File: src/rtl/noc_local_ni_pkg.sv
// Shared constants for the local network interface: flit geometry and
// field positions. Flit layout is {payload[31:6], src[5:3], dst[2:0]}.
package noc_local_ni_pkg;

   localparam int DATA_WIDTH    = 32;
   localparam int ADDR_WIDTH    = 3;
   localparam int PAYLOAD_WIDTH = 26;

   localparam int DST_LSB     = 0;
   localparam int SRC_LSB     = 3;
   localparam int PAYLOAD_LSB = 6;

   // RX entries keep only what the PE sees: {payload, src}
   localparam int RX_WIDTH = PAYLOAD_WIDTH + ADDR_WIDTH;

   localparam logic [15:0] CNT_MAX = 16'hFFFF;

   function automatic logic [DATA_WIDTH-1:0] pack_flit(
      input logic [PAYLOAD_WIDTH-1:0] payload,
      input logic [ADDR_WIDTH-1:0]    src,
      input logic [ADDR_WIDTH-1:0]    dst
   );
      return {payload, src, dst};
   endfunction

endpackage

File: src/rtl/noc_local_ni_fifo.sv
// ni_sync_fifo: width/depth parameterised synchronous FIFO, async high reset.
// Ports: clk, rst, push_i/data_i (write), pop_i (read), head_o, empty_o, full_o.
module ni_sync_fifo #(
   parameter int WIDTH = 32,
   parameter int DEPTH = 4
) (
   input  logic             clk,
   input  logic             rst,
   input  logic             push_i,
   input  logic [WIDTH-1:0] data_i,
   input  logic             pop_i,
   output logic [WIDTH-1:0] head_o,
   output logic             empty_o,
   output logic             full_o
);

   localparam int PTR_W = $clog2(DEPTH);
   localparam int CNT_W = PTR_W + 1;

   logic [WIDTH-1:0] mem_q [DEPTH];
   logic [PTR_W-1:0] wr_ptr_q, wr_ptr_d;
   logic [PTR_W-1:0] rd_ptr_q, rd_ptr_d;
   logic [CNT_W-1:0] cnt_q, cnt_d;
   logic             do_push;
   logic             do_pop;

   assign empty_o = (cnt_q == '0);
   assign full_o  = (cnt_q == CNT_W'(DEPTH));
   assign head_o  = mem_q[rd_ptr_q];

   // a full queue may still take a push when it is popped on the same edge
   assign do_pop  = pop_i && !empty_o;
   assign do_push = push_i && (!full_o || do_pop);

   always_comb begin
      wr_ptr_d = wr_ptr_q;
      rd_ptr_d = rd_ptr_q;
      cnt_d    = cnt_q + CNT_W'(do_push) - CNT_W'(do_pop);
      if (do_push) wr_ptr_d = wr_ptr_q + PTR_W'(1);
      if (do_pop)  rd_ptr_d = rd_ptr_q + PTR_W'(1);
   end

   always_ff @(posedge clk or posedge rst) begin
      if (rst) begin
         wr_ptr_q <= '0;
         rd_ptr_q <= '0;
         cnt_q    <= '0;
      end else begin
         wr_ptr_q <= wr_ptr_d;
         rd_ptr_q <= rd_ptr_d;
         cnt_q    <= cnt_d;
      end
   end

   // storage needs no reset: contents are only visible through head_o
   // qualified by !empty_o
   always_ff @(posedge clk) begin
      if (do_push) mem_q[wr_ptr_q] <= data_i;
   end

endmodule

File: src/rtl/noc_local_ni.sv
// Local network interface between a PE and the local port of a mesh router.
// TX: tx_valid/tx_ready/tx_dst/tx_payload -> NOC_DATA_OUT/NOC_DATA_VALID_OUT,
//     throttled by NOC_FULL_IN.
// RX: NOC_DATA_IN/NOC_DATA_VALID_IN (no backpressure) -> rx_valid/rx_ready/
//     rx_src/rx_payload; drops raise sticky rx_overflow/rx_misroute (err_clr).
// Statistics tx_cnt/rx_cnt/drop_cnt are built only with NI_STATS_EN defined;
// otherwise they read as zero.
module noc_local_ni
   import noc_local_ni_pkg::*;
#(
   parameter logic [ADDR_WIDTH-1:0] NODE_ADDRESS = 3'b000,
   parameter int TX_DEPTH = 4,
   parameter int RX_DEPTH = 4
) (
   input  logic                     clk,
   input  logic                     rst,
   input  logic                     tx_valid,
   output logic                     tx_ready,
   input  logic [ADDR_WIDTH-1:0]    tx_dst,
   input  logic [PAYLOAD_WIDTH-1:0] tx_payload,
   output logic [DATA_WIDTH-1:0]    NOC_DATA_OUT,
   output logic                     NOC_DATA_VALID_OUT,
   input  logic                     NOC_FULL_IN,
   input  logic [DATA_WIDTH-1:0]    NOC_DATA_IN,
   input  logic                     NOC_DATA_VALID_IN,
   output logic                     rx_valid,
   input  logic                     rx_ready,
   output logic [ADDR_WIDTH-1:0]    rx_src,
   output logic [PAYLOAD_WIDTH-1:0] rx_payload,
   input  logic                     err_clr,
   output logic                     rx_overflow,
   output logic                     rx_misroute,
   output logic [15:0]              tx_cnt,
   output logic [15:0]              rx_cnt,
   output logic [15:0]              drop_cnt
);

   // ---------------- TX path ----------------
   logic [DATA_WIDTH-1:0] txq_head;
   logic                  txq_empty;
   logic                  txq_full;
   logic                  tx_push;
   logic                  tx_pop;

   assign tx_ready = !txq_full;
   assign tx_push  = tx_valid && !txq_full;
   assign tx_pop   = !txq_empty && !NOC_FULL_IN;

   ni_sync_fifo #(
      .WIDTH (DATA_WIDTH),
      .DEPTH (TX_DEPTH)
   ) u_txq (
      .clk     (clk),
      .rst     (rst),
      .push_i  (tx_push),
      .data_i  (pack_flit(tx_payload, NODE_ADDRESS, tx_dst)),
      .pop_i   (tx_pop),
      .head_o  (txq_head),
      .empty_o (txq_empty),
      .full_o  (txq_full)
   );

   assign NOC_DATA_VALID_OUT = tx_pop;
   assign NOC_DATA_OUT       = txq_empty ? '0 : txq_head;

   // ---------------- RX path ----------------
   logic [ADDR_WIDTH-1:0] in_dst;
   logic [RX_WIDTH-1:0]   rxq_head;
   logic                  rxq_empty;
   logic                  rxq_full;
   logic                  rx_pop;
   logic                  rx_push;
   logic                  drop_mis;
   logic                  drop_ovf;

   assign in_dst   = NOC_DATA_IN[DST_LSB +: ADDR_WIDTH];
   assign rx_pop   = rx_valid && rx_ready;
   assign drop_mis = NOC_DATA_VALID_IN && (in_dst != NODE_ADDRESS);
   // a same-edge PE pop frees the slot, so only a non-popping full queue drops
   assign drop_ovf = NOC_DATA_VALID_IN && !drop_mis && rxq_full && !rx_pop;
   assign rx_push  = NOC_DATA_VALID_IN && !drop_mis && !drop_ovf;

   ni_sync_fifo #(
      .WIDTH (RX_WIDTH),
      .DEPTH (RX_DEPTH)
   ) u_rxq (
      .clk     (clk),
      .rst     (rst),
      .push_i  (rx_push),
      .data_i  (NOC_DATA_IN[DATA_WIDTH-1:SRC_LSB]),
      .pop_i   (rx_pop),
      .head_o  (rxq_head),
      .empty_o (rxq_empty),
      .full_o  (rxq_full)
   );

   assign rx_valid   = !rxq_empty;
   assign rx_src     = rxq_empty ? '0 : rxq_head[ADDR_WIDTH-1:0];
   assign rx_payload = rxq_empty ? '0 : rxq_head[RX_WIDTH-1:ADDR_WIDTH];

   // ---------------- sticky error flags ----------------
   logic ovf_q, ovf_d;
   logic mis_q, mis_d;

   // clear wins over a set on the same edge
   always_comb begin
      ovf_d = ovf_q || drop_ovf;
      mis_d = mis_q || drop_mis;
      if (err_clr) begin
         ovf_d = 1'b0;
         mis_d = 1'b0;
      end
   end

   always_ff @(posedge clk or posedge rst) begin
      if (rst) begin
         ovf_q <= 1'b0;
         mis_q <= 1'b0;
      end else begin
         ovf_q <= ovf_d;
         mis_q <= mis_d;
      end
   end

   assign rx_overflow = ovf_q;
   assign rx_misroute = mis_q;

   // ---------------- statistics ----------------
`ifdef NI_STATS_EN
   logic [15:0] tx_cnt_q, tx_cnt_d;
   logic [15:0] rx_cnt_q, rx_cnt_d;
   logic [15:0] drop_cnt_q, drop_cnt_d;

   // saturating counters
   always_comb begin
      tx_cnt_d   = tx_cnt_q;
      rx_cnt_d   = rx_cnt_q;
      drop_cnt_d = drop_cnt_q;
      if (tx_pop && tx_cnt_q != CNT_MAX)
         tx_cnt_d = tx_cnt_q + 16'd1;
      if (rx_push && rx_cnt_q != CNT_MAX)
         rx_cnt_d = rx_cnt_q + 16'd1;
      if ((drop_mis || drop_ovf) && drop_cnt_q != CNT_MAX)
         drop_cnt_d = drop_cnt_q + 16'd1;
   end

   always_ff @(posedge clk or posedge rst) begin
      if (rst) begin
         tx_cnt_q   <= '0;
         rx_cnt_q   <= '0;
         drop_cnt_q <= '0;
      end else begin
         tx_cnt_q   <= tx_cnt_d;
         rx_cnt_q   <= rx_cnt_d;
         drop_cnt_q <= drop_cnt_d;
      end
   end

   assign tx_cnt   = tx_cnt_q;
   assign rx_cnt   = rx_cnt_q;
   assign drop_cnt = drop_cnt_q;
`else
   assign tx_cnt   = 16'h0000;
   assign rx_cnt   = 16'h0000;
   assign drop_cnt = 16'h0000;
`endif

endmodule

File: config.mk
export PLATFORM = sky130hd
export DESIGN_NAME = noc_local_ni
export DESIGN_NICKNAME = d
export VERILOG_FILES = /design/src/rtl/noc_local_ni_pkg.sv /design/src/rtl/noc_local_ni_fifo.sv /design/src/rtl/noc_local_ni.sv
export SDC_FILE = /design/constraint.sdc
export NUM_CORES = 1
export LEC_CHECK = 0
export CORE_ASPECT_RATIO = 1.1
export CORE_MARGIN = 2
export CORE_UTILIZATION = 50
export DETAILED_ROUTE_END_ITERATION = 6
export PLACE_DENSITY = 0.84
export SYNTH_ARGS = -nofsm -noshare
export SYNTH_HDL_FRONTEND = slang
export SYNTH_HIERARCHICAL = 1
export SYNTH_SLANG_ARGS = --single-unit
File: constraint.sdc
create_clock -name clk -period 4.7 [get_ports clk]
set_input_delay 0.94 -clock clk [delete_from_list [all_inputs] [get_ports clk]]
set_output_delay 0.94 -clock clk [all_outputs]
set_load 0.01 [all_outputs]
==> results of run 1 <==
-- routing by layer --
metal	vias to the layer above	track usage, %	routed length (um)
li1	2252	-	-
met1	2596	22.3	7810
met2	201	32.1	10500
met3	28	3.46	1150
met4	0	4.29	363
met5	-	0	0
-- through the flow --
| step | total power [mW] | instance area (um^2) |
|---|---|---|
| final | 8.04 | 13000 |
| after detailed placement | 5.91 | 12100 |
| after floorplan | 4.73 | 10800 |
| after global routing | 8.41 | 13000 |
| after global placement | 5.82 | 12100 |
| after CTS | 8.15 | 13000 |
-- flip-flops by register name, summed over array words and instances, names as in the netlist --
signal and count:
u_txq/mem_q 128, u_rxq/mem_q 116, u_rxq/cnt_q 3, u_txq/cnt_q 3, u_rxq/rd_ptr_q 2, u_rxq/wr_ptr_q 2, u_txq/rd_ptr_q 2, u_txq/wr_ptr_q 2
rx_misroute 1, rx_overflow 1
-- power by group through the flow --
stage	clock network [mW]	logic [mW]	registers, mW
after CTS	2.24	2.72	3.19
after detailed placement	0	2.68	3.23
final	2.19	2.68	3.18
after global routing	2.32	2.87	3.22
after floorplan	0	1.70	3.03
after global placement	0	2.62	3.19
-- worst reg2reg max path: stages (launching register included) --
cell and delay (ns):
dfrtp_1 0.46, nor3_2 0.53, buf_4 0.41, nor2_1 0.19, o31ai_2 0.14, or2_1 0.20
a21bo_1 0.21, ha_1 0.19, fa_1 0.38, xnor2_1 0.19, xnor2_1 0.14
-- final timing paths --
check / startpoint / to / depth (start not counted)
min in group asynchronous: rst / rx_misroute$_DFF_PP0_ / 2
min reg2reg: rx_overflow$_DFF_PP0_ / rx_overflow$_DFF_PP0_ / 2
max reg2reg: u_txq/cnt_q[1]$_DFF_PP0_ / u_txq/cnt_q[2]$_DFF_PP0_ / 10
max: u_rxq/rd_ptr_q[0]$_DFFE_PP0N_ / rx_src[1] / 3
max in group asynchronous: rst / u_txq/rd_ptr_q[0]$_DFFE_PP0N_ / 2
min: rx_overflow$_DFF_PP0_ / rx_overflow$_DFF_PP0_ / 2
-- layout by cell type (no fill, tap or decap), types with 10 or more instances in the layout --
| cell type | synthesis | layout |
|---|---|---|
| dfrtp_1 | 16 | 14 |
| conb_1 | 1 | 60 |
| edfxtp_1 | 244 | 244 |
| inv_1 | 17 | 17 |
| buf_4 | 51 | 15 |
| ha_1 | 10 | 10 |
| clkdlybuf4s50_1 | 0 | 133 |
| clkbuf_16 | 0 | 27 |
| mux4_2 | 61 | 61 |
| nor2b_1 | 62 | 62 |
-- cell families after synthesis --
kind of cell             Yosys count
flip-flops                       260
AND/OR/NAND/NOR                   85
buffers and inverters             85
multiplexers                      63
adder cells (fa/ha/maj)           12
XOR/XNOR                          10
AO/OA/AOI/OAI                      8
other                              1
-- layout make-up --
cell class,count,area (um^2),area share (%)
flip-flops and latches,260,7730,59.4
multi-input cells,238,2530,19.4
repair buffers,148,1440,11.1
clock buffers,31,711,5.46
well taps,256,320,2.46
clock inverters,17,224,1.72
inverters,17,63.8,0.490
==> impl_metrics.tcl, run 1 <==
set metrics [dict create \
    dr.pass1.iters 4 \
    hpwl_mm 12.3 \
    finalClockSkew_ns 0.00944 \
    cp.required_ns 3.76 \
    period_needed_ns 3.79 \
    synth_xor_area_share_pct 0.828 \
    cp_num_buf_inv 1 \
    syn_area_per_cell_um2 20.2 \
    path_cells "mux4_2 -> nor2b_1 -> clkdlybuf4s50_1" \
    finalHoldViolations 0 \
    grt_pass1_wl_mm 30.1 \
    grt_pass1_vias 5414 \
    drt-wirelength-per-cell_um 20.5 \
    cts_max_path_buffers 3 \
    setup_tns_ns 0 \
    synth_mux_area_share_pct 13.3 \
    grt_usage_pct 17.8 \
    die_height_um 157 \
    drc 0 \
    clockPowerShare_pct 27.2 \
    period_share_pct 80.6 \
    dpl.cell_count 919 \
    pre_cts_ws_ns 1.11 \
    worstMarginPinSlew_ns 1.01 \
    diodes 0 \
    area_growth_pct 23.2 \
    yosysSeqAreaShare_pct 73.1 \
    final_util_pct 63.1 \
    synth_top_area_cell "edfxtp_1" \
    cts_tree "built" \
    vdd_drop_max_uv 383 \
    clk_latency_ns 0.52 \
    viasPerCell 5.25 \
    fp.dieW_um 143 \
    power_density_nw_per_um2 618 \
    dr.first_iter.drc_count 276 \
    cp.arrival_ns 2.85 \
    startpoint_type "flip-flop" \
    switching_power_mw 2.26 \
    route.antenna.remaining_nets 0 \
    wl_mm 19.8 \
    relSlewSlack_pct 32.4 \
    synth_common_cells "edfxtp_1, nor2b_1, mux4_2" \
    cts-root-buf "clkbuf_16" \
    seqPwrFrac_pct 39.5 \
    fmax_mhz 264 \
    overflow 0 \
    cp-end-kind "output port" \
    outcome "finished clean" \
    ys_types 28 \
    clkSinkCount 260 \
    rows 55 \
    finalSetupViolations 0 \
    antenna_found_initial 0 \
    io_pins 182 \
    synth_top_area_share_pct 69.3 \
    synthFlopType "edfxtp_1" \
    synth_area_um2 10600 \
    criticalPathCategory "reg -> out" \
    drive_gt1_share_pct 18.6 \
    clkTransAtPathRegs_ns 0.07 \
    async_reset_ff_share_pct 6.15 \
    synth_area_leaders "edfxtp_1, mux4_2, dfrtp_1, nor2b_1, buf_4" \
    drv_slew 0 \
    fin_nets 771 \
    p_int_mw 5.78 \
    ctsResizeCount 0 \
    place_congestion 0.729 \
    min_path_type "reg -> reg" \
    dieArea_um2 22300 \
    synthSimpleGateAreaFrac_pct 5.21 \
    switching_share_pct 28.1 \
    synth_compound_area_share_pct 0.840 \
    hold_ws_ns 0.562 \
    grt_setup_unrepaired "no" \
    crit_path_top_delay_cell "dfrtp_2" \
    path_max_fanout 30 \
    htree_levels 1 \
    yosysMostFrequentCell "edfxtp_1" \
    total_leakage_power_nw 4.50 \
    power_frac_comb_pct 33.3 \
    grt_max_degree 33 \
    synthCells 524 \
    numPortBuffers 133 \
    synth_edf_count 244 \
    drv_cap 0 \
    crit_path_max_incr_delay_ns 1.01 \
    coreArea_um2 20600 \
    final_cells 967 \
    r2r_setup_slack_ns 1.58 \
    initial_core_util_pct 51.2 \
    yosys_warnings 6 \
    synth_top_family_by_area "multiplexers" \
    timing.final.ws_setup_ns 0.910 \
    synth-seq-cells 260 \
    cts_setup_buffers 0 \
    cts_made_buffers 26 \
    synthAdderAreaFrac_pct 1.56 \
    path_delay_family "flip-flops" \
    fill_cells 1392 \
    ctsHoldBuffers 0 \
    vias 5077 \
]
Power figures use the tool's default switching activity.
==> run 2, diff against run 1 <==
Settings changed: CORE_UTILIZATION 50 to 48.
Clock period 4.7 ns to 3.4 ns, I/O delays scaled along.
==> impl_metrics.tcl, run 2 (same netlist as run 1, synthesis figures left out) <==
set metrics [dict create \
    drive_gt1_share_pct 18.0 \
    grt_pass1_wl_mm 29.4 \
    final_common_cell "edfxtp_1" \
    cts_max_path_buffers 3 \
    power_density_nw_per_um2 830 \
    fmax_mhz 313 \
    clockPowerShare_pct 25.0 \
    cp.required_ns 2.72 \
    switching_power_mw 3.09 \
    io_pins 182 \
    path_cells "buf_12 -> mux4_2 -> nor2b_1 -> clkdlybuf4s50_1" \
    grt_usage_pct 16.2 \
    cp-end-kind "output port" \
    relSlewSlack_pct 66.0 \
    clkSinkCount 260 \
    final_cells 1000 \
    cp.arrival_ns 2.51 \
    vdd_drop_max_uv 587 \
    regMostFlops "u_txq/mem_q" \
    drv_cap 0 \
    criticalPathCategory "reg -> out" \
    min_path_type "in -> async" \
    total_leakage_power_nw 4.47 \
    fin_nets 771 \
    htree_levels 1 \
    drt-wirelength-per-cell_um 18.9 \
    dieArea_um2 23200 \
    cts_made_buffers 26 \
    fp.dieW_um 146 \
    grt_pass1_vias 5364 \
    cts-root-buf "clkbuf_16" \
    vias 5054 \
    final_cell_mix "edfxtp_1, clkdlybuf4s50_1, nor2b_1, mux4_2, conb_1" \
    initial_core_util_pct 49.3 \
    area_growth_pct 23.2 \
    route.antenna.remaining_nets 0 \
    place_congestion 0.710 \
    wl_mm 18.9 \
    rows 56 \
    crit_path_top_delay_cell "dfrtp_4" \
    p_int_mw 7.73 \
    antenna_found_initial 0 \
    crit_path_max_incr_delay_ns 0.61 \
    setup_tns_ns 0 \
    numPortBuffers 133 \
    seqPwrFrac_pct 39.0 \
    largest_reg_flops 128 \
    grt_setup_unrepaired "no" \
    period_needed_ns 3.19 \
    hpwl_mm 12.1 \
    finalClockSkew_ns 0.0145 \
    diodes 0 \
    drc 0 \
    fill_cells 1506 \
    finalSetupViolations 0 \
    outcome "finished clean" \
    reg.largest.list "u_txq/mem_q: 128 flops, u_rxq/mem_q: 116 flops" \
    die_height_um 160 \
    clk_latency_ns 0.52 \
    finalHoldViolations 0 \
    viasPerCell 5.05 \
    dpl.cell_count 953 \
    dr.first_iter.drc_count 249 \
    overflow 0 \
    power_frac_comb_pct 36.0 \
    grt_max_degree 35 \
    dr.pass1.iters 6 \
    worstMarginPinSlew_ns 0.510 \
    path_max_fanout 14 \
    clkTransAtPathRegs_ns 0.06 \
    drv_slew 0 \
    startpoint_type "flip-flop" \
    period_share_pct 93.9 \
    coreArea_um2 21400 \
    cts_tree "built" \
    switching_share_pct 28.5 \
]
[run 2: what timing repair did]
item / 4_1_cts / 5_1_grt
setup endpoints to repair: 0 / 2
hold buffers: 0 / 0
endpoints found under the hold margin: 0 / 0
buffers inserted: 0 / 0
resized for setup: 0 / 1
[run 2: worst max-delay path, delay by kind of cell, from the launching register on]
kind	cells	cell delay, ns
buffers and inverters	2	0.70
multiplexers	1	0.53
AND/OR/NAND/NOR	1	0.15
flip-flops	1	0.61
[run 2: area by class of cell]
type,instances,area (um^2),area share (%)
Sequential cell,260,7730,59.3
Inverter,17,63.8,0.490
Clock buffer,31,669,5.14
Timing Repair Buffer,148,1520,11.7
Clock inverter,16,150,1.15
Multi-Input combinational cell,238,2530,19.4
Tap cell,290,363,2.78
[run 2: per-layer routing]
layer | global-route usage (%) | wire length (um) | vias to the layer above
met5 | 0 | 0 | -
met4 | 3.65 | 286 | 0
met3 | 4.14 | 1390 | 27
met2 | 28.2 | 9800 | 207
met1 | 20.5 | 7470 | 2577
li1 | - | - | 2243
[run 2: per-stage QoR]
step	worst slack [ns]	total power, mW	cell area (um^2)	hold slack [ns]	utilization, %
floorplan	0.600	6.54	10800	0.421	-
global placement	0.288	8.09	12200	0.531	56.9
detailed placement	0.213	8.20	12200	0.546	56.9
CTS	0.0357	10.9	13000	0.374	60.8
global route	0.0871	11.3	13000	0.384	60.8
finish	0.208	10.8	13000	0.401	60.8
[run 2: path summary, 6_finish.rpt]
check	start	end	slack (ns)	cells past startpoint
max in group asynchronous	rst	u_rxq/rd_ptr_q[0]$_DFFE_PP0N_	2.67	2
min	rst	rx_overflow$_DFF_PP0_	0.40	2
max reg2reg	u_rxq/cnt_q[1]$_DFF_PP0_	u_rxq/cnt_q[2]$_DFF_PP0_	0.94	10
max	u_rxq/rd_ptr_q[0]$_DFFE_PP0N_	rx_payload[5]	0.21	4
min reg2reg	rx_overflow$_DFF_PP0_	rx_overflow$_DFF_PP0_	0.56	2
min in group clk	rx_overflow$_DFF_PP0_	rx_overflow$_DFF_PP0_	0.56	2
[run 2: power groups by stage]
stage,clock (mW),sequential [mW],combinational [mW]
finish,2.71,4.22,3.89
global route,2.89,4.26,4.18
CTS,2.77,4.22,3.95
detailed placement,0,4.29,3.91
global placement,0,4.24,3.84
floorplan,0,4.18,2.35
==> run 3, diff against run 2 <==
Settings changed: CORE_MARGIN 2 to unset.
==> impl_metrics.tcl, run 3 (same netlist as run 1, synthesis figures left out) <==
set metrics [dict create \
    finalSetupViolations 0 \
    overflow 0 \
    drv_slew 0 \
    use_met1_pct 20.9 \
    startpoint_type "flip-flop" \
    initial_core_util_pct 49.3 \
    r2r_cells 10 \
    die_height_um 158 \
    area_growth_pct 23.8 \
    cts_setup_buffers 0 \
    total_leakage_power_nw 4.49 \
    cp-end-kind "output port" \
    final_common_cell "edfxtp_1" \
    cp.required_ns 2.72 \
    ctsHoldBuffers 0 \
    relSlewSlack_pct 64.8 \
    cts-root-buf "clkbuf_16" \
    period_share_pct 93.2 \
    clkSinkCount 260 \
    drive_gt1_share_pct 18.7 \
    outcome "finished clean" \
    htree_levels 1 \
    worstMarginPinSlew_ns 0.529 \
    clkTransAtPathRegs_ns 0.06 \
    viasPerCell 5.01 \
    place_congestion 0.736 \
    grt_pass1_wl_mm 29.5 \
    vdd_drop_max_uv 551 \
    dr.first_iter.drc_count 354 \
    reg.largest.list "u_txq/mem_q: 128 flops, u_rxq/mem_q: 116 flops" \
    cts_tree "built" \
    numPortBuffers 133 \
    coreArea_um2 21400 \
    period_needed_ns 3.17 \
    finalHoldViolations 0 \
    r2r_setup_slack_ns 1.01 \
    timing.final.ws_setup_ns 0.231 \
    drc 0 \
    use_met3_pct 3.78 \
    dr.pass1.iters 4 \
    grt_usage_pct 17.3 \
    wl_mm 19.0 \
    min_path_type "in -> async" \
    grt_pass1_vias 5540 \
    antenna_found_initial 0 \
    fin_nets 772 \
    io_pins 182 \
    pre_cts_ws_ns 0.206 \
    ctsResizeCount 0 \
    drt-wirelength-per-cell_um 18.9 \
    grt_setup_unrepaired "no" \
    vias 5016 \
    final_cell_mix "edfxtp_1, clkdlybuf4s50_1, nor2b_1, mux4_2, conb_1" \
    dieArea_um2 22600 \
    criticalPathCategory "reg -> out" \
    path_max_fanout 10 \
    fmax_mhz 316 \
    clk_latency_ns 0.52 \
    cts_max_path_buffers 3 \
    power_density_nw_per_um2 839 \
    hpwl_mm 12.1 \
    cts_made_buffers 26 \
    top_usage_layer "met2" \
    fp.dieW_um 144 \
    setup_tns_ns 0 \
    regMostFlops "u_txq/mem_q" \
    diodes 0 \
    use_met2_pct 31.4 \
    rows 56 \
    route.antenna.remaining_nets 0 \
    cp.arrival_ns 2.49 \
    final_util_pct 61.1 \
    largest_reg_flops 128 \
    drv_cap 0 \
    grt_max_degree 34 \
    finalClockSkew_ns 0.0225 \
]
==> run 3: worst paths after layout <==
kind,start,endpoint
max reg2reg,u_rxq/cnt_q[1]$_DFF_PP0_,u_rxq/cnt_q[2]$_DFF_PP0_
min reg2reg,rx_overflow$_DFF_PP0_,rx_overflow$_DFF_PP0_
max,u_rxq/rd_ptr_q[0]$_DFFE_PP0N_,rx_payload[4]
min in group clk,rx_overflow$_DFF_PP0_,rx_overflow$_DFF_PP0_
min,rst,rx_overflow$_DFF_PP0_
max in group asynchronous,rst,u_txq/rd_ptr_q[0]$_DFFE_PP0N_
==> run 3: final cells by class <==
| class | instances | area [um^2] |
|---|---|---|
| fillers | 1493 | 8350 |
| inverters | 17 | 63.8 |
| clock inverters | 18 | 205 |
| clock buffers | 30 | 666 |
| repair buffers | 149 | 1530 |
| flip-flops and latches | 260 | 7730 |
| multi-input cells | 238 | 2540 |
| well taps | 290 | 363 |
==> run 3: worst max-delay path, stage by stage, from the launching register on <==
cell and delay, ns:
dfrtp_2 0.56, buf_4 0.25, mux4_2 0.50, nor2b_1 0.15
clkdlybuf4s50_1 0.51
==> run 3: through the flow <==
stage          std cells  area [um^2]  hold WS [ns]  power (mW)
2_1_floorplan        583        10800         0.421        6.54
3_3_place_gp         954        12200         0.536        8.12
3_5_place_dp         954        12200         0.538        8.23
4_1_cts             1002        13100         0.405        11.1
5_1_grt             1002        13100         0.433        11.5
6_report            1002        13100         0.419        11.0
==> run 3: layer usage <==
layer | part of all wire (%) | up-vias | wire length (um)
met3 | 6.3 | 25 | 1200
met2 | 53 | 169 | 10100
li1 | - | 2253 | -
met4 | 1.5 | 0 | 282
met1 | 39 | 2569 | 7430
met5 | 0 | - | 0
==> run 3: power breakdown <==
group          internal, mW  total [mW]  switching, mW
Sequential             3.99        4.22          0.222
Combinational          2.17        3.91           1.74
Clock                  1.71        2.86           1.14
Total                  7.88        11.0           3.10
